File: src/rtl/act_share_arbiter.sv
// act_share_arbiter: round-robin sharing of one pipelined activation unit
// among NUM_REQ requesters. A tag pipe remembers the owner of each in-flight
// operand so results land in the right per-requester response register.
// busy[i] is a one-item credit per requester, so a returning result never
// finds its response slot occupied.
module act_share_arbiter #(
  parameter int NUM_REQ     = 4,
  parameter int DATA_WIDTH  = 16,
  parameter int ACT_LATENCY = 1
) (
  input  logic                          clk,
  input  logic                          rst,
  input  logic                          i_en,
  input  logic [NUM_REQ-1:0]            req_valid,
  input  logic [NUM_REQ*DATA_WIDTH-1:0] req_data,
  output logic [NUM_REQ-1:0]            req_ready,
  output logic [NUM_REQ-1:0]            rsp_valid,
  output logic [NUM_REQ*DATA_WIDTH-1:0] rsp_data,
  input  logic [NUM_REQ-1:0]            rsp_ready,
  output logic                          act_en,
  output logic                          act_valid,
  output logic [DATA_WIDTH-1:0]         act_data,
  input  logic                          act_o_valid,
  input  logic [DATA_WIDTH-1:0]         act_o_data,
  output logic                          err
);

  localparam int IDW = $clog2(NUM_REQ);

  logic [NUM_REQ-1:0]     busy;
  logic [IDW-1:0]         ptr;
  logic [ACT_LATENCY-1:0] tag_v;
  logic [IDW-1:0]         tag_id [ACT_LATENCY];
  logic                   post_rst;

  logic [NUM_REQ-1:0]     elig;
  logic [NUM_REQ-1:0]     gnt;
  logic                   gnt_any;
  logic [IDW-1:0]         gnt_id;
  logic [IDW-1:0]         cand;

  logic                   last_v;
  logic [IDW-1:0]         last_id;
  logic                   capture;
  logic                   mismatch;

  assign elig = req_valid & ~busy & {NUM_REQ{i_en}};

  // Round-robin search starting just after the last winner; first eligible wins.
  always_comb begin
    gnt     = '0;
    gnt_any = 1'b0;
    gnt_id  = '0;
    cand    = '0;
    for (int k = 1; k <= NUM_REQ; k++) begin
      cand = IDW'((int'(ptr) + k) % NUM_REQ);
      if (!gnt_any && elig[cand]) begin
        gnt_any = 1'b1;
        gnt_id  = cand;
      end
    end
    if (gnt_any) gnt[gnt_id] = 1'b1;
  end

  // Drive the winning operand straight into the activation unit this cycle.
  always_comb begin
    req_ready = gnt;
    act_valid = gnt_any;
    act_en    = gnt_any;
    act_data  = '0;
    if (gnt_any) act_data = req_data[int'(gnt_id)*DATA_WIDTH +: DATA_WIDTH];
  end

  assign last_v   = tag_v[ACT_LATENCY-1];
  assign last_id  = tag_id[ACT_LATENCY-1];
  assign capture  = last_v & act_o_valid;
  assign mismatch = (last_v ^ act_o_valid) & ~post_rst;

  // Tag pipe shifts every cycle so its depth matches the unit latency exactly.
  always_ff @(posedge clk) begin
    if (rst) begin
      tag_v <= '0;
      for (int s = 0; s < ACT_LATENCY; s++) tag_id[s] <= '0;
    end else begin
      tag_v[0]  <= gnt_any;
      tag_id[0] <= gnt_id;
      for (int s = 1; s < ACT_LATENCY; s++) begin
        tag_v[s]  <= tag_v[s-1];
        tag_id[s] <= tag_id[s-1];
      end
    end
  end

  // Pointer follows the last winner; post_rst masks the first cycle after reset.
  always_ff @(posedge clk) begin
    if (rst) begin
      ptr      <= IDW'(NUM_REQ - 1);
      post_rst <= 1'b1;
    end else begin
      post_rst <= 1'b0;
      if (gnt_any) ptr <= gnt_id;
    end
  end

  // Credits and response registers: set on grant/capture, cleared on handshake.
  always_ff @(posedge clk) begin
    if (rst) begin
      busy      <= '0;
      rsp_valid <= '0;
      rsp_data  <= '0;
    end else begin
      for (int i = 0; i < NUM_REQ; i++) begin
        if (gnt[i])
          busy[i] <= 1'b1;
        else if (rsp_valid[i] && rsp_ready[i])
          busy[i] <= 1'b0;

        if (capture && (last_id == IDW'(i))) begin
          rsp_valid[i]                            <= 1'b1;
          rsp_data[i*DATA_WIDTH +: DATA_WIDTH]    <= act_o_data;
        end else if (rsp_valid[i] && rsp_ready[i]) begin
          rsp_valid[i] <= 1'b0;
        end
      end
    end
  end

  // Sticky protocol error when unit output and tag pipe disagree.
  always_ff @(posedge clk) begin
    if (rst)
      err <= 1'b0;
    else if (mismatch)
      err <= 1'b1;
  end

endmodule

File: config.mk
export PLATFORM = sky130hd
export DESIGN_NAME = act_share_arbiter
export DESIGN_NICKNAME = d
export VERILOG_FILES = /design/src/rtl/act_share_arbiter.sv
export SDC_FILE = /design/constraint.sdc
export NUM_CORES = 1
export LEC_CHECK = 0
export BUFFER_PORTS_ARGS = -buffer_cell sky130_fd_sc_hd__buf_2
export CAP_MARGIN = 20
export CORE_MARGIN = 1.5
export CORE_UTILIZATION = 45
export DETAILED_ROUTE_END_ITERATION = 8
export GPL_TIMING_DRIVEN = 0
export PLACE_DENSITY = 0.8
export SLEW_MARGIN = 20
export SYNTH_ARGS = -nofsm -noshare
export SYNTH_HDL_FRONTEND = slang
export SYNTH_SLANG_ARGS = --single-unit
File: constraint.sdc
create_clock -name clk -period 1.8 [get_ports clk]
set_clock_uncertainty 0.1 [all_clocks]
set_input_delay 0 -clock clk [delete_from_list [all_inputs] [get_ports clk]]
set_output_delay 0 -clock clk [all_outputs]
set_load 0.03 [all_outputs]
Yosys cells after proc, flatten, opt, wreduce, memory -nomap -nowiden
Memory sizes are Yosys's and may differ from the RTL's.
Index checks and enable logic that the tools add are counted.
{"block": "totals", "regBits": 77, "ramBits": 2, "output_inout_bits": 91, "wordCells": 100, "n_memories": 1}
{"memory": "tag_id", "depth": 1, "width": 2, "rd": 1, "rd_ports_with_merged_regs": 0, "wr": 1, "line_no": "33", "text": "logic [IDW-1:0] tag_id [ACT_LATENCY];"}
{"block": "op_classes", "n_addsub": 4, "magnitude_cmp": 6, "eq_ne": 3, "shifts": 1, "n_mux": 37, "bitwise_logic": 7, "n_reduce_logical": 25}
{"cell": "variable part select 64 x 7 -> 16 bit", "count": 1}
{"cell": "two-way mux 1 bit", "count": 25}
{"cell": "two-way mux 16 bit", "count": 1}
{"cell": "nonzero test 2 bit", "count": 8}
{"cell": "< comparator 2 x 3 -> 1 bit (second input constant)", "count": 5}
{"cell": "logical AND 1 bit", "count": 12}
{"cell": "two-way mux 2 bit", "count": 5}
{"cell": "AND 4 bit", "count": 2}
{"cell": "binary-select mux 1 bit (select 2 bit)", "count": 4}
{"cell": "adder 2 x 1 -> 2 bit (second input constant)", "count": 2}
{"cell": "adder 2 bit (second input constant)", "count": 2}
{"cell": "equality test 2 bit (second input constant)", "count": 2}
{"cell": "two-way mux 4 bit", "count": 1}
{"cell": "NOT 4 bit", "count": 1}
{"cell": "zero test 1 bit", "count": 3}
{"cell": "AND 1 bit", "count": 2}
{"cell": "demux 1 bit (select 2 bit)", "count": 1}
{"cell": "equality test 2 x 1 -> 1 bit (second input constant)", "count": 1}
{"cell": "greater-or-equal comparator 2 x 1 -> 1 bit (second input constant)", "count": 1}
{"cell": "zero test 2 bit", "count": 1}
{"cell": "OR reduction 2 bit", "count": 1}
{"cell": "NOT 1 bit", "count": 1}
{"cell": "bitwise XOR 1 bit", "count": 1}

Longest topological paths before layout
Gate-level depths: netlist of the first run.
{"block": "depth", "depth_word": 21, "ltp_mapped": 7}

Least setup slack after synthesis of the first run
Ideal clock, no wire load.
{"block": "synth_timing", "path_kind": "register -> output", "startpoint": "register busy[2]", "endpoint": "output act_data[10]", "t_arrival_ps": 1937, "setup_slack_ps": -237, "stages_incl_launch_ff": 7, "path_cell_list": "dfxtp_1 > nand2b_4 > o31ai_1 > a21oi_2 > nor2_4 > buf_8 > mux2i_1"}
{"block": "synth_between", "elab_chain_cells": 17, "elab_cells_between_ends": 27, "cone_classes": "shift: 1; mux: 17; bitwise: 3; reduce/logical: 6"}
{"element": "start: declaration", "line_no": "30", "text": "logic [NUM_REQ-1:0] busy;"}
{"element": "start signal: assignment", "line_no": "108", "text": "busy <= '0;"}
{"element": "start signal: indexed assignment", "line_no": "114", "text": "busy[i] <= 1'b1;"}
{"element": "start signal: indexed assignment", "line_no": "116", "text": "busy[i] <= 1'b0;"}
{"element": "NOT 4 bit (*)", "line_no": "47", "text": "assign elig = req_valid & ~busy & {NUM_REQ{i_en}};"}
{"element": "AND 4 bit (*) (2 in a row)", "line_no": "47"}
{"element": "binary-select mux 1 bit (select 2 bit)", "line_no": "57", "text": "if (!gnt_any && elig[cand]) begin"}
{"element": "two-way mux 1 bit (implied by the code)", "line_no": "57"}
{"element": "two-way mux 1 bit", "line_no": "57"}
{"element": "zero test 1 bit", "line_no": "57"}
{"element": "logical AND 1 bit", "line_no": "57"}
{"element": "two-way mux 1 bit", "line_no": "57"}
{"element": "zero test 1 bit", "line_no": "57"}
{"element": "logical AND 1 bit", "line_no": "57"}
{"element": "two-way mux 1 bit", "line_no": "57"}
{"element": "zero test 1 bit", "line_no": "57"}
{"element": "logical AND 1 bit", "line_no": "57"}
{"element": "two-way mux 2 bit", "line_no": "57"}
{"element": "variable part select 64 x 7 -> 16 bit", "line_no": "71", "text": "if (gnt_any) act_data = req_data[int'(gnt_id)*DATA_WIDTH +: DATA_WIDTH];"}
{"element": "two-way mux 16 bit (*)", "line_no": "71"}
{"element": "end: declaration", "line_no": "22", "text": "output logic [DATA_WIDTH-1:0] act_data,"}
Every way passes the cells marked *; elsewhere a longest branch is shown, timed or not. The select of a mux whose other input is x is not followed.

Final worst setup path of the first run
{"block": "layout_timing", "startpoint": "register ptr[1]", "endpoint": "output act_data[0]"}
{"block": "layout_between", "elab_chain_cells": 15, "elab_cells_between_ends": 28, "cone_classes": "add/sub: 4; shift: 1; mux: 17; reduce/logical: 6"}
{"element": "start: declaration", "line_no": "31", "text": "logic [IDW-1:0] ptr;"}
{"element": "start signal: assignment", "line_no": "97", "text": "ptr <= IDW'(NUM_REQ - 1);"}
{"element": "start signal: assignment", "line_no": "101", "text": "if (gnt_any) ptr <= gnt_id;"}
{"element": "adder 2 x 1 -> 2 bit", "line_no": "56", "text": "cand = IDW'((int'(ptr) + k) % NUM_REQ);"}
{"element": "binary-select mux 1 bit (select 2 bit)", "line_no": "57"}
{"element": "two-way mux 1 bit (implied by the code)", "line_no": "57"}
{"element": "two-way mux 1 bit", "line_no": "57"}
{"element": "zero test 1 bit", "line_no": "57"}
{"element": "logical AND 1 bit", "line_no": "57"}
{"element": "two-way mux 1 bit", "line_no": "57"}
{"element": "zero test 1 bit", "line_no": "57"}
{"element": "logical AND 1 bit", "line_no": "57"}
{"element": "two-way mux 1 bit", "line_no": "57"}
{"element": "zero test 1 bit", "line_no": "57"}
{"element": "logical AND 1 bit", "line_no": "57"}
{"element": "two-way mux 2 bit", "line_no": "57"}
{"element": "variable part select 64 x 7 -> 16 bit", "line_no": "71"}
{"element": "two-way mux 16 bit (*)", "line_no": "71"}
Marks and branches as above.

==> report_table.html, run 1 <==
<table>
<tr><th>Metric</th><th>Value</th></tr>
<tr><th colspan="2">Floorplanning</th></tr>
<tr><td>Initial cell density of the core</td><td>47.2%</td></tr>
<tr><td>Height of the die</td><td>90.7 um</td></tr>
<tr><td>Total die area</td><td>8230 um2</td></tr>
<tr><td>Cell row count</td><td>31</td></tr>
<tr><td>I/O pins</td><td>183</td></tr>
<tr><td>Floorplan die width</td><td>90.7 um</td></tr>
<tr><td>CORE AREA</td><td>7330 um2</td></tr>
<tr><th colspan="2">GRT</th></tr>
<tr><td>Initial antenna violation count</td><td>1</td></tr>
<tr><td>Number of global-route vias before repair</td><td>4018</td></tr>
<tr><td>First-pass GRT wire length</td><td>19.5 mm</td></tr>
<tr><td>Tot GR Track Use</td><td>29.7%</td></tr>
<tr><td>Total congestion overflow after global routing</td><td>0</td></tr>
<tr><td>Largest net degree at the start of global routing</td><td>14</td></tr>
<tr><th colspan="2">Critical path</th></tr>
<tr><td>Worst setup slack for register-to-register paths</td><td>-70 ps</td></tr>
<tr><td>Required time of the worst setup path</td><td>1700 ps</td></tr>
<tr><td>Critical path data arrival time</td><td>2220 ps</td></tr>
<tr><td>Largest driver fanout on the critical path</td><td>7</td></tr>
<tr><td>Type of the worst setup path</td><td>reg -&gt; out</td></tr>
<tr><td>Setup crit end kind</td><td>primary output</td></tr>
<tr><td>Type of origin of the critical path</td><td>flop</td></tr>
<tr><th colspan="2">Detailed routing</th></tr>
<tr><td>Final routed DRC violation total</td><td>0</td></tr>
<tr><td>Via density per instance</td><td>5.42</td></tr>
<tr><td>ANT nets after route</td><td>0</td></tr>
<tr><td>1st-iter DRT viols</td><td>200</td></tr>
<tr><td>Routed WL</td><td>13.5 mm</td></tr>
<tr><td>Vias after detailed routing</td><td>4127</td></tr>
<tr><td>DR pass1 iterations</td><td>4</td></tr>
<tr><td>Average wire per standard cell</td><td>17.7 um</td></tr>
<tr><th colspan="2">Power</th></tr>
<tr><td>Power share of the sequential group</td><td>39.5%</td></tr>
<tr><td>Reported net switching power</td><td>1.44 mW</td></tr>
<tr><td>Clk pwr share</td><td>28.9%</td></tr>
<tr><td>VDD IR-drop max</td><td>429 uV</td></tr>
<tr><td>Comb power frac</td><td>31.5%</td></tr>
<tr><td>Total power draw</td><td>4.61 mW</td></tr>
<tr><td>Leakage Power</td><td>2.49 nW</td></tr>
<tr><td>Cell-internal power</td><td>3.17 mW</td></tr>
<tr><td>Total power per unit cell area</td><td>801 nW/um2</td></tr>
<tr><td>Switching part of the total</td><td>31.3%</td></tr>
<tr><th colspan="2">Cells and area</th></tr>
<tr><td>Syn-to-layout area delta</td><td>66.2%</td></tr>
<tr><td>Fill count</td><td>472</td></tr>
<tr><td>Post-route standard cell area excluding fillers</td><td>5760 um2</td></tr>
<tr><td>Number of nets in the final layout</td><td>749</td></tr>
<tr><td>Post-route core utilization</td><td>78.5%</td></tr>
<tr><td>Share of post-route cells with drive strength above 1</td><td>47.0%</td></tr>
<tr><th colspan="2">Synthesis</th></tr>
<tr><td>Share of the synthesized area in the top cell type</td><td>45.7%</td></tr>
<tr><td>Yosys top cell by area</td><td>sky130_fd_sc_hd__dfxtp_1</td></tr>
<tr><td>Top flip-flop cell by instance count after synthesis</td><td>sky130_fd_sc_hd__dfxtp_1</td></tr>
<tr><td>Number of enable-type register cells in the synthesized netlist</td><td>0</td></tr>
<tr><td>Async S/R FF share, synth</td><td>0%</td></tr>
<tr><td>Number of distinct standard cells referenced by the synthesized netlist</td><td>37</td></tr>
<tr><td>Syn avg cell area</td><td>8.09 um2</td></tr>
<tr><td>Netlist area before placement</td><td>3460 um2</td></tr>
<tr><td>Post-synth net total</td><td>521</td></tr>
<tr><td>Synth Instances</td><td>428</td></tr>
<tr><td>Most area-consuming cells after synthesis</td><td>sky130_fd_sc_hd__dfxtp_1, sky130_fd_sc_hd__nand2_1, sky130_fd_sc_hd__a21oi_1</td></tr>
<tr><td>Yosys synthesis warning count</td><td>0</td></tr>
<tr><td>FF+latch count, synth</td><td>79</td></tr>
<tr><td>Proportion of synthesized chip area in sequential cells</td><td>45.7%</td></tr>
<tr><th colspan="2">STA</th></tr>
<tr><td>RSZ-0062 raised after global routing</td><td>true</td></tr>
<tr><td>Slew Limit Headroom</td><td>62.8%</td></tr>
<tr><td>Crit path time final</td><td>2320 ps</td></tr>
<tr><td>Portion of the clock cycle consumed by the worst path in the final layout</td><td>129%</td></tr>
<tr><td>Worst-Margin Slew</td><td>558 ps</td></tr>
<tr><td>Total count of max-transition violations in the final report</td><td>0</td></tr>
<tr><td>Total negative slack</td><td>-8050 ps</td></tr>
<tr><td>Worst setup slack after layout</td><td>-517 ps</td></tr>
<tr><td>Final setup violation count</td><td>22</td></tr>
<tr><td>Upper clock frequency limit</td><td>0.432 GHz</td></tr>
<tr><td>Final Hold Vio Count</td><td>0</td></tr>
<tr><th colspan="2">Placed design</th></tr>
<tr><td># port buffers</td><td>182</td></tr>
<tr><td>Dpl hpwl</td><td>8.24 mm</td></tr>
<tr><td>Total cell area at the placement stage</td><td>4640 um2</td></tr>
<tr><td>Pre-CTS setup slack</td><td>-330 ps</td></tr>
<tr><td>GPL Wtd Cong</td><td>0.903</td></tr>
<tr><th colspan="2">Clocking</th></tr>
<tr><td>Clock slew at reported path FFs</td><td>80 ps</td></tr>
<tr><td>CTS sink cnt</td><td>79</td></tr>
<tr><td>Largest buffer count on any clock path</td><td>2</td></tr>
<tr><td>Number of buffers created by CTS</td><td>9</td></tr>
<tr><td>Worst-skew pair later-pin latency</td><td>350 ps</td></tr>
<tr><td>TritonCTS clock tree</td><td>built</td></tr>
<tr><td>Buffer type at the clock tree root</td><td>sky130_fd_sc_hd__clkbuf_8</td></tr>
<tr><td>Maximum level of the CTS H-tree</td><td>3</td></tr>
<tr><th colspan="2">Status</th></tr>
<tr><td>Violated checks</td><td>setup timing</td></tr>
<tr><td>Result of the run</td><td>finished, violations left</td></tr>
<tr><th colspan="2">Job</th></tr>
<tr><td>Max-cap violation count</td><td>0</td></tr>
<tr><th colspan="2">Hold path</th></tr>
<tr><td>Class of the worst hold path</td><td>in -&gt; reg</td></tr>
</table>
[Yosys cell counts, drive strengths merged, types with 2 or more instances]
cell / number
a21boi: 3
dfxtp: 79
clkbuf: 23
nand2b: 9
nor2b: 2
buf: 9
a21oi: 75
a32oi: 2
inv: 6
a211o: 2
and3: 3
mux2i: 16
o21ai: 3
nand2: 140
nor2: 9
or2: 2
a22oi: 32
[area by class of cell]
class / count / area, um2 / share of cell area (%)
multi-input cells: 311 / 2060 / 35.8
flip-flops and latches: 79 / 1590 / 27.6
repair buffers: 223 / 1520 / 26.4
plain buffers: 26 / 236 / 4.11
clock buffers: 11 / 141 / 2.46
well taps: 99 / 124 / 2.15
clock inverters: 5 / 56.3 / 0.978
inverters: 6 / 25.0 / 0.435
diodes: 1 / 2.50 / 0.0435
[metrics by stage]
step | instances | hold WS (ps)
floorplan | 428 | -72.3
global placement | 709 | 20.1
detailed placement | 709 | 28.2
CTS | 759 | 46.6
global route | 761 | 115
finish | 761 | 71.0
[worst max-delay path, stage by stage (launching register included)]
cell and delay, ps:
sky130_fd_sc_hd__dfxtp_4 380, sky130_fd_sc_hd__inv_4 40, sky130_fd_sc_hd__a211o_1 330, sky130_fd_sc_hd__buf_6 140, sky130_fd_sc_hd__a21boi_4 160, sky130_fd_sc_hd__buf_12 150, sky130_fd_sc_hd__buf_8 140, sky130_fd_sc_hd__a22oi_2 90
sky130_fd_sc_hd__mux2i_1 230, sky130_fd_sc_hd__buf_4 210
[cells in the final DEF, fill, tap and decap left out, types with 3 or more instances in the layout]
cell type / count
sky130_fd_sc_hd__nand2_1: 140
sky130_fd_sc_hd__inv_1: 5
sky130_fd_sc_hd__clkbuf_8: 10
sky130_fd_sc_hd__o21ai_2: 3
sky130_fd_sc_hd__buf_2: 162
sky130_fd_sc_hd__nand2b_4: 3
sky130_fd_sc_hd__a21oi_1: 72
sky130_fd_sc_hd__mux2i_4: 10
sky130_fd_sc_hd__nor2_1: 6
sky130_fd_sc_hd__clkbuf_1: 8
sky130_fd_sc_hd__clkbuf_2: 7
sky130_fd_sc_hd__buf_8: 4
sky130_fd_sc_hd__mux2i_1: 5
sky130_fd_sc_hd__a22oi_2: 32
sky130_fd_sc_hd__buf_4: 13
sky130_fd_sc_hd__dfxtp_2: 3
sky130_fd_sc_hd__clkbuf_4: 3
sky130_fd_sc_hd__clkbuf_16: 3
sky130_fd_sc_hd__dfxtp_1: 75
sky130_fd_sc_hd__buf_12: 7
sky130_fd_sc_hd__buf_6: 18
sky130_fd_sc_hd__nand2b_1: 6
sky130_fd_sc_hd__dlygate4sd3_1: 23
[sequential cells by signal, indices dropped and copies added, names as in the netlist]
register,flops
err,1
busy,4
rsp_data,64
rsp_valid,4
last_v,1
post_rst,1
tag_id,2
ptr,2
[what timing repair did]
item,4_1_cts,5_1_grt
endpoints found under the setup margin,68,68
setup buffers,10,3
hold buffers,23,0
pin swaps,6,21
hold endpoints to repair,76,0
resized for setup,89,43
gates cloned,2,3
[power by group through the flow]
stage | combinational (mW) | sequential [mW] | clock (mW)
after global routing | 1.51 | 1.83 | 1.40
after CTS | 1.29 | 1.81 | 1.33
final | 1.45 | 1.82 | 1.33
after detailed placement | 0.989 | 1.85 | 0
after floorplan | 0.646 | 1.89 | 0
after global placement | 0.970 | 1.85 | 0
[logic make-up after synthesis]
family / count (synthesis) / share of synthesized area, %
AND/OR/NAND/NOR: 173 / 21.7
AO/OA/AOI/OAI: 121 / 21.9
flip-flops: 79 / 45.7
buffers and inverters: 38 / 5.75
multiplexers: 16 / 4.63
adder cells (fa/ha/maj): 1 / 0.361
[worst paths after layout]
| path | end | cells past startpoint | from |
|---|---|---|---|
| worst max-delay path | act_data[0] | 9 | ptr[1]$_SDFFE_PP1P_ |
| worst min-delay path | last_v$_SDFF_PP0_ | 5 | req_valid[3] |
| worst max register to register | busy[0]$_SDFFE_PP0P_ | 6 | busy[3]$_SDFFE_PP0P_ |
| worst min register to register | rsp_data[53]$_SDFFE_PP0P_ | 2 | rsp_data[53]$_SDFFE_PP0P_ |
[metal layers]
layer	track usage (%)	vias to the layer above	part of all wire (%)
li1	-	1921	-
met1	32.0	1921	37
met2	52.4	231	51
met3	8.16	54	7.6
met4	16.1	0	4.6
met5	0	-	0
(Power assumes the default switching activity.)
==> run 2: changes to the inputs <==
clock period = 2.4 ns   (was 1.8 ns; I/O delays follow)
==> report_table.html, run 2 (synthesized netlist as in run 1, its figures left out) <==
<table>
<tr><th>Metric</th><th>Value</th></tr>
<tr><th colspan="2">Critical path</th></tr>
<tr><td>Type of the worst setup path</td><td>reg -&gt; out</td></tr>
<tr><td>Setup crit end kind</td><td>primary output</td></tr>
<tr><td>Critical path data arrival time</td><td>2230 ps (about the same)</td></tr>
<tr><td>Type of origin of the critical path</td><td>flop</td></tr>
<tr><td>Cell-by-cell listing of the critical path</td><td>and2b_2 &gt; a21oi_1 &gt; nor4_4 &gt; nor2_4 &gt; buf_8 &gt; mux2i_1 &gt; buf_2</td></tr>
<tr><td>Largest driver fanout on the critical path</td><td>10 (+3)</td></tr>
<tr><td>Crit-path leading delay family</td><td>simple AND/OR/NAND/NOR gates</td></tr>
<tr><td>Slowest cell delay on critical path</td><td>350 ps (-30 ps)</td></tr>
<tr><td>Number of buffer and inverter stages on the critical path</td><td>2 (-3)</td></tr>
<tr><td>Required time of the worst setup path</td><td>2300 ps (+600 ps)</td></tr>
<tr><td>Slowest-stage cell, CP</td><td>sky130_fd_sc_hd__dfxtp_1</td></tr>
<tr><th colspan="2">Cells and area</th></tr>
<tr><td>Commonest cells after routing, fill and taps aside</td><td>sky130_fd_sc_hd__buf_2, sky130_fd_sc_hd__nand2_1, sky130_fd_sc_hd__dfxtp_1</td></tr>
<tr><td>Syn-to-layout area delta</td><td>45.6%</td></tr>
<tr><td>Post-route core utilization</td><td>68.8% (-9.7 points)</td></tr>
<tr><td>Number of nets in the final layout</td><td>745 (-0.53%)</td></tr>
<tr><td>Fill count</td><td>591 (+25%)</td></tr>
<tr><td>Largest regs</td><td>rsp_data x64, busy x4, rsp_valid x4</td></tr>
<tr><td>Sequential cell area</td><td>1580 um2 (-0.39%)</td></tr>
<tr><td>Number of standard cells in the final layout excluding fillers</td><td>756 (-0.66%)</td></tr>
<tr><td>Reg with most FFs</td><td>rsp_data</td></tr>
<tr><td>Area occupied by multi-input gates</td><td>1720 um2 (-17%)</td></tr>
<tr><td>Share of post-route cells with drive strength above 1</td><td>36.2% (-11 points)</td></tr>
<tr><td>Diodes inserted</td><td>0 (-1)</td></tr>
<tr><td>Most common cell after layout, fill and taps aside</td><td>sky130_fd_sc_hd__buf_2</td></tr>
<tr><td>Max FFs per register</td><td>64 (unchanged)</td></tr>
<tr><th colspan="2">Detailed routing</th></tr>
<tr><td>ANT nets after route</td><td>0 (unchanged)</td></tr>
<tr><td>Routed WL</td><td>11.8 mm (-12%)</td></tr>
<tr><td>Average wire per standard cell</td><td>15.6 um (-12%)</td></tr>
<tr><td>DR pass1 iterations</td><td>5 (+1)</td></tr>
<tr><td>1st-iter DRT viols</td><td>141 (-30%)</td></tr>
<tr><td>Vias after detailed routing</td><td>3939 (-4.6%)</td></tr>
<tr><td>Final routed DRC violation total</td><td>0 (unchanged)</td></tr>
<tr><td>Via density per instance</td><td>5.21 (-3.9%)</td></tr>
<tr><th colspan="2">STA</th></tr>
<tr><td>Total negative slack</td><td>0 ps (+8050 ps)</td></tr>
<tr><td>Worst setup slack after layout</td><td>72.3 ps (+590 ps)</td></tr>
<tr><td>Final Hold Vio Count</td><td>0 (unchanged)</td></tr>
<tr><td>Crit path time final</td><td>2330 ps</td></tr>
<tr><td>Total count of max-transition violations in the final report</td><td>0 (unchanged)</td></tr>
<tr><td>RSZ-0062 raised after global routing</td><td>true</td></tr>
<tr><td>Worst-Margin Slew</td><td>596 ps (+38.0 ps)</td></tr>
<tr><td>Final setup violation count</td><td>0 (-100%)</td></tr>
<tr><td>Upper clock frequency limit</td><td>0.430 GHz</td></tr>
<tr><td>Portion of the clock cycle consumed by the worst path in the final layout</td><td>97.0%</td></tr>
<tr><td>Slew Limit Headroom</td><td>60.3% (-2.5 points)</td></tr>
<tr><th colspan="2">Clocking</th></tr>
<tr><td>Clock slew at reported path FFs</td><td>80 ps (about the same)</td></tr>
<tr><td>Number of buffers created by CTS</td><td>9 (unchanged)</td></tr>
<tr><td>CTS sink cnt</td><td>79 (unchanged)</td></tr>
<tr><td>TritonCTS clock tree</td><td>built</td></tr>
<tr><td>Buffer type at the clock tree root</td><td>sky130_fd_sc_hd__clkbuf_8</td></tr>
<tr><td>Worst-skew pair later-pin latency</td><td>340 ps (about the same)</td></tr>
<tr><td>Maximum level of the CTS H-tree</td><td>3 (unchanged)</td></tr>
<tr><td>Largest buffer count on any clock path</td><td>2 (unchanged)</td></tr>
<tr><th colspan="2">Power</th></tr>
<tr><td>Total power per unit cell area</td><td>623 nW/um2 (-22%)</td></tr>
<tr><td>Total power draw</td><td>3.14 mW (-32%)</td></tr>
<tr><td>VDD IR-drop max</td><td>397 uV (-7.5%)</td></tr>
<tr><td>Leakage Power</td><td>2.34 nW (-5.9%)</td></tr>
<tr><th colspan="2">Floorplanning</th></tr>
<tr><td>CORE AREA</td><td>7330 um2 (unchanged)</td></tr>
<tr><td>Floorplan die width</td><td>90.7 um (unchanged)</td></tr>
<tr><td>Total die area</td><td>8230 um2 (unchanged)</td></tr>
<tr><td>Cell row count</td><td>31 (unchanged)</td></tr>
<tr><td>Initial cell density of the core</td><td>47.2% (unchanged)</td></tr>
<tr><td>Height of the die</td><td>90.7 um (unchanged)</td></tr>
<tr><td>I/O pins</td><td>183 (unchanged)</td></tr>
<tr><th colspan="2">Placed design</th></tr>
<tr><td>GPL Wtd Cong</td><td>0.845 (-6.4%)</td></tr>
<tr><td>Pre-CTS setup slack</td><td>328 ps (+658 ps)</td></tr>
<tr><td>Placed Cells incl. Taps</td><td>709 (unchanged)</td></tr>
<tr><td># port buffers</td><td>182 (unchanged)</td></tr>
<tr><td>Dpl hpwl</td><td>8.53 mm (+3.5%)</td></tr>
<tr><th colspan="2">GRT</th></tr>
<tr><td>First-pass GRT wire length</td><td>18.1 mm (-7.0%)</td></tr>
<tr><td>Tot GR Track Use</td><td>27.5% (-2.2 points)</td></tr>
<tr><td>Largest net degree at the start of global routing</td><td>15 (+1)</td></tr>
<tr><td>Total congestion overflow after global routing</td><td>0 (unchanged)</td></tr>
<tr><td>Number of global-route vias before repair</td><td>3839 (-4.5%)</td></tr>
<tr><td>Initial antenna violation count</td><td>0 (-1)</td></tr>
<tr><th colspan="2">Status</th></tr>
<tr><td>Result of the run</td><td>finished, final reports clean</td></tr>
<tr><th colspan="2">Job</th></tr>
<tr><td>Max-cap violation count</td><td>0 (unchanged)</td></tr>
<tr><th colspan="2">Hold path</th></tr>
<tr><td>Class of the worst hold path</td><td>in -&gt; reg</td></tr>
</table>
[run 2: cell types whose count changed in the layout (fill, tap and decap cells not counted), moves of 3 or more]
cell                        change
sky130_fd_sc_hd__clkbuf_2       -7
sky130_fd_sc_hd__buf_2         +19
sky130_fd_sc_hd__a22oi_2       -27
sky130_fd_sc_hd__mux2i_4       -10
sky130_fd_sc_hd__buf_6         -14
sky130_fd_sc_hd__clkbuf_16      -3
sky130_fd_sc_hd__clkbuf_4       -3
sky130_fd_sc_hd__mux2i_1       +11
sky130_fd_sc_hd__buf_8          -3
sky130_fd_sc_hd__a22oi_1       +27
sky130_fd_sc_hd__buf_12         -7
sky130_fd_sc_hd__clkbuf_1      +15
sky130_fd_sc_hd__dfxtp_1        +3
[run 2: final cells by class]
type | count | area share, %
inverters | 6 | 0.447
repair buffers | 213 | 23.9
flip-flops and latches | 79 | 31.4
clock inverters | 5 | 1.27
clock buffers | 11 | 3.00
multi-input cells | 311 | 34.1
well taps | 99 | 2.46
plain buffers | 32 | 3.50
[run 2: path summary, 6_finish.rpt]
| check | start | endpoint | slack, ps | cells past startpoint |
|---|---|---|---|---|
| setup / recovery | busy[3]$_SDFFE_PP0P_ | act_data[8] | 70 | 7 |
| hold / removal | req_valid[3] | last_v$_SDFF_PP0_ | 90 | 5 |
| setup reg to reg | last_v$_SDFF_PP0_ | rsp_data[42]$_SDFFE_PP0P_ | 410 | 7 |
| hold reg to reg | rsp_data[62]$_SDFFE_PP0P_ | rsp_data[62]$_SDFFE_PP0P_ | 360 | 2 |
[run 2: worst min-delay path, delay by kind of cell]
family | cells | cell delay [ps]
AND/OR/NAND/NOR | 4 | 370
buffers and inverters | 1 | 120
[run 2: routing by layer]
layer  global-route usage, %  vias up  wire (um)  share of wire, %
li1                        -     1901          -                 -
met1                    28.7     1819       4320                37
met2                    50.7      191       6220                53
met3                    7.49       28        944               8.0
met4                    12.6        0        335               2.8
met5                       0        -          0                 0
[run 2: through the flow]
stage | instance area, um2 | hold slack, ps
CTS | 4960 | 118
floorplan | 3460 | -72.3
global placement | 4500 | 42.6
detailed placement | 4500 | 42.9
finish | 5040 | 91.9
global route | 5040 | 137
[run 2: power breakdown]
| group | leakage (nW) | internal, mW | switching [mW] |
|---|---|---|---|
| clock | 0.107 | 0.547 | 0.505 |
| sequential | 0.639 | 1.34 | 0.0196 |
| combinational | 1.59 | 0.300 | 0.431 |
[run 2: repair_timing]
action | in CTS | in global routing
endpoints found under the setup margin | 3 | 12
gates resized for setup | 0 | 14
pin swaps | 2 | 2
cloned | 0 | 0
hold buffers | 23 | 0
endpoints found under the hold margin | 75 | 0
setup buffers | 3 | 5
==> run 3: changes to the inputs <==
REMOVE_ABC_BUFFERS = 1   (was not set)
==> report_table.html, run 3 (synthesized netlist as in run 1, its figures left out) <==
<table>
<tr><th>Metric</th><th>Value</th></tr>
<tr><th colspan="2">Status</th></tr>
<tr><td>Result of the run</td><td>finished, final reports clean</td></tr>
<tr><th colspan="2">STA</th></tr>
<tr><td>Slew Limit Headroom</td><td>26.9% (-33 points)</td></tr>
<tr><td>Worst-Margin Slew</td><td>1090 ps (+496 ps)</td></tr>
<tr><td>RSZ-0062 raised after global routing</td><td>false</td></tr>
<tr><td>Crit path time final</td><td>2230 ps (-94.8 ps)</td></tr>
<tr><td>Total count of max-transition violations in the final report</td><td>0 (unchanged)</td></tr>
<tr><td>Final Hold Vio Count</td><td>0 (unchanged)</td></tr>
<tr><td>Portion of the clock cycle consumed by the worst path in the final layout</td><td>93.0% (-3.9 points)</td></tr>
<tr><td>Worst setup slack after layout</td><td>167 ps (+94.8 ps)</td></tr>
<tr><td>Upper clock frequency limit</td><td>0.448 GHz (+4.2%)</td></tr>
<tr><td>Final setup violation count</td><td>0 (unchanged)</td></tr>
<tr><th colspan="2">Detailed routing</th></tr>
<tr><td>1st-iter DRT viols</td><td>190 (+35%)</td></tr>
<tr><td>Vias after detailed routing</td><td>3747 (-4.9%)</td></tr>
<tr><td>Routed WL</td><td>10.6 mm (-11%)</td></tr>
<tr><td>Average wire per standard cell</td><td>14.6 um (-6.4%)</td></tr>
<tr><td>DR pass1 iterations</td><td>5 (unchanged)</td></tr>
<tr><td>ANT nets after route</td><td>0 (unchanged)</td></tr>
<tr><td>Via density per instance</td><td>5.19 (-0.39%)</td></tr>
<tr><td>Final routed DRC violation total</td><td>0 (unchanged)</td></tr>
<tr><th colspan="2">GRT</th></tr>
<tr><td>Number of global-route vias before repair</td><td>3416 (-11%)</td></tr>
<tr><td>Initial antenna violation count</td><td>0 (unchanged)</td></tr>
<tr><td>Total congestion overflow after global routing</td><td>0 (unchanged)</td></tr>
<tr><td>First-pass GRT wire length</td><td>16.3 mm (-9.9%)</td></tr>
<tr><td>Largest net degree at the start of global routing</td><td>80 (+65)</td></tr>
<tr><td>Tot GR Track Use</td><td>24.8% (-2.7 points)</td></tr>
<tr><th colspan="2">Power</th></tr>
<tr><td>Clk pwr share</td><td>31.4% (-2.1 points)</td></tr>
<tr><td>Total power draw</td><td>2.99 mW (-4.9%)</td></tr>
<tr><td>Comb power frac</td><td>23.0% (-0.3 points)</td></tr>
<tr><td>Cell-internal power</td><td>2.11 mW (-3.3%)</td></tr>
<tr><td>VDD IR-drop max</td><td>333 uV (-16%)</td></tr>
<tr><td>Leakage Power</td><td>2.26 nW (-3.3%)</td></tr>
<tr><td>Total power per unit cell area</td><td>615 nW/um2 (-1.3%)</td></tr>
<tr><td>Switching part of the total</td><td>29.3% (-1.1 points)</td></tr>
<tr><td>Reported net switching power</td><td>0.875 mW (-8.4%)</td></tr>
<tr><td>Power share of the sequential group</td><td>45.6% (+2.3 points)</td></tr>
<tr><th colspan="2">Cells and area</th></tr>
<tr><td>Largest regs</td><td>rsp_data x64, busy x4, rsp_valid x4</td></tr>
<tr><td>Commonest cells after routing, fill and taps aside</td><td>sky130_fd_sc_hd__buf_2, sky130_fd_sc_hd__nand2_1, sky130_fd_sc_hd__dfxtp_1</td></tr>
<tr><td>Share of post-route cells with drive strength above 1</td><td>35.6% (-0.59 points)</td></tr>
<tr><td>Post-route core utilization</td><td>66.3% (-2.5 points)</td></tr>
<tr><td>Diodes inserted</td><td>0 (unchanged)</td></tr>
<tr><td>Reg with most FFs</td><td>rsp_data</td></tr>
<tr><td>Number of nets in the final layout</td><td>713 (-4.3%)</td></tr>
<tr><td>Post-route standard cell area excluding fillers</td><td>4860 um2 (-3.6%)</td></tr>
<tr><td>Syn-to-layout area delta</td><td>40.4%</td></tr>
<tr><td>Most common cell after layout, fill and taps aside</td><td>sky130_fd_sc_hd__buf_2</td></tr>
<tr><td>Max FFs per register</td><td>64 (unchanged)</td></tr>
<tr><th colspan="2">Critical path</th></tr>
<tr><td>Required time of the worst setup path</td><td>2300 ps (about the same)</td></tr>
<tr><td>Largest driver fanout on the critical path</td><td>19 (+9)</td></tr>
<tr><td>Count of cells along the worst register-to-register path</td><td>4 (-3)</td></tr>
<tr><td>Critical path data arrival time</td><td>2130 ps (-100 ps)</td></tr>
<tr><td>Startpoint of the worst register-to-register path</td><td>last_v$_SDFF_PP0_</td></tr>
<tr><td>Setup crit end kind</td><td>primary output</td></tr>
<tr><td>Type of the worst setup path</td><td>reg -&gt; out</td></tr>
<tr><td>CP startpoint</td><td>busy[1]$_SDFFE_PP0P_</td></tr>
<tr><td>Type of origin of the critical path</td><td>flop</td></tr>
<tr><th colspan="2">Floorplanning</th></tr>
<tr><td>Floorplan die width</td><td>90.7 um (unchanged)</td></tr>
<tr><td>I/O pins</td><td>183 (unchanged)</td></tr>
<tr><td>Height of the die</td><td>90.7 um (unchanged)</td></tr>
<tr><td>Initial cell density of the core</td><td>47.2% (unchanged)</td></tr>
<tr><td>Cell row count</td><td>31 (unchanged)</td></tr>
<tr><td>CORE AREA</td><td>7330 um2 (unchanged)</td></tr>
<tr><td>Total die area</td><td>8230 um2 (unchanged)</td></tr>
<tr><th colspan="2">Placed design</th></tr>
<tr><td>Pre-CTS setup slack</td><td>99.7 ps (-228 ps)</td></tr>
<tr><td>GPL Wtd Cong</td><td>0.843 (-0.26%)</td></tr>
<tr><td>Total cell area at the placement stage</td><td>4340 um2 (-3.4%)</td></tr>
<tr><td># port buffers</td><td>182 (unchanged)</td></tr>
<tr><td>Dpl hpwl</td><td>7.07 mm (-17%)</td></tr>
<tr><th colspan="2">Clocking</th></tr>
<tr><td>Buffer type at the clock tree root</td><td>sky130_fd_sc_hd__clkbuf_8</td></tr>
<tr><td>Worst-skew pair later-pin latency</td><td>330 ps (about the same)</td></tr>
<tr><td>Largest buffer count on any clock path</td><td>2 (unchanged)</td></tr>
<tr><td>CTS sink cnt</td><td>79 (unchanged)</td></tr>
<tr><td>Clock slew at reported path FFs</td><td>70 ps (about the same)</td></tr>
<tr><td>Maximum level of the CTS H-tree</td><td>3 (unchanged)</td></tr>
<tr><td>Number of buffers created by CTS</td><td>9 (unchanged)</td></tr>
<tr><td>TritonCTS clock tree</td><td>built</td></tr>
<tr><th colspan="2">Hold path</th></tr>
<tr><td>Class of the worst hold path</td><td>in -&gt; reg</td></tr>
<tr><td>Hold Startpoint</td><td>rst</td></tr>
<tr><td>Hold Crit Depth</td><td>1 (-4)</td></tr>
<tr><th colspan="2">Job</th></tr>
<tr><td>Max-cap violation count</td><td>0 (unchanged)</td></tr>
</table>
run 3: cell count changes in the layout (fill, tap and decap cells not counted), sizes merged:
cell         previous run  this run
inv                     8         6
dlygate4sd3            23        22
clkinv                  1         2
clkbuf                 34        10
a21boi                  3         4
buf                   199       190
run 3: final cells by class:
class	count	area (um2)
sequential	79	1580
timing repair buffer	212	1240
clock inverter	4	47.5
tap	99	124
fill	609	2470
multi-input combinational	312	1710
clock buffer	10	138
inverter	6	22.5
run 3: layer usage:
layer	global-route usage (%)	wire length (um)
met1	28.1	4080
met2	46.4	5590
met5	0	0
met3	5.30	771
met4	6.75	123
run 3: timing repair:
action                                  in CTS  in global routing
pin swaps                                    3                  1
cloned                                       1                  0
hold buffers                                22                  0
gates resized for setup                      2                  2
setup buffers                                7                  0
endpoints found under the hold margin       76                  0
endpoints found under the setup margin      18                 16
run 3: final timing paths:
check                              end  slack, ps
max                        act_data[1]        170
max reg2reg  rsp_data[10]$_SDFFE_PP0P_        500
min reg2reg  rsp_data[19]$_SDFFE_PP0P_        350
min                   post_rst$_DFF_P_         80
run 3: worst max-delay path: stages, from the launching register on:
cell	delay, ps
sky130_fd_sc_hd__dfxtp_1	330
sky130_fd_sc_hd__nor2b_1	270
sky130_fd_sc_hd__a211o_1	300
sky130_fd_sc_hd__a32o_2	260
sky130_fd_sc_hd__buf_8	170
sky130_fd_sc_hd__a22oi_1	80
sky130_fd_sc_hd__mux2i_1	160
sky130_fd_sc_hd__buf_2	220
run 3: power by group through the flow:
stage	Sequential (mW)	Clock (mW)	Combinational, mW
finish	1.36	0.939	0.687
global route	1.37	1.02	0.736
CTS	1.36	0.959	0.680
detailed placement	1.39	0	0.602
global placement	1.39	0	0.585
floorplan	1.42	0	0.343
run 3: stage by stage:
step | TNS [ps] | hold slack [ps] | cells
3_5_place_dp | 0 | 178 | 678
3_3_place_gp | -617 | 173 | 677
6_report | 0 | 82.6 | 722
2_1_floorplan | 0 | -72.3 | 396
5_1_grt | 0 | 97.4 | 722
4_1_cts | 0 | 60.1 | 722
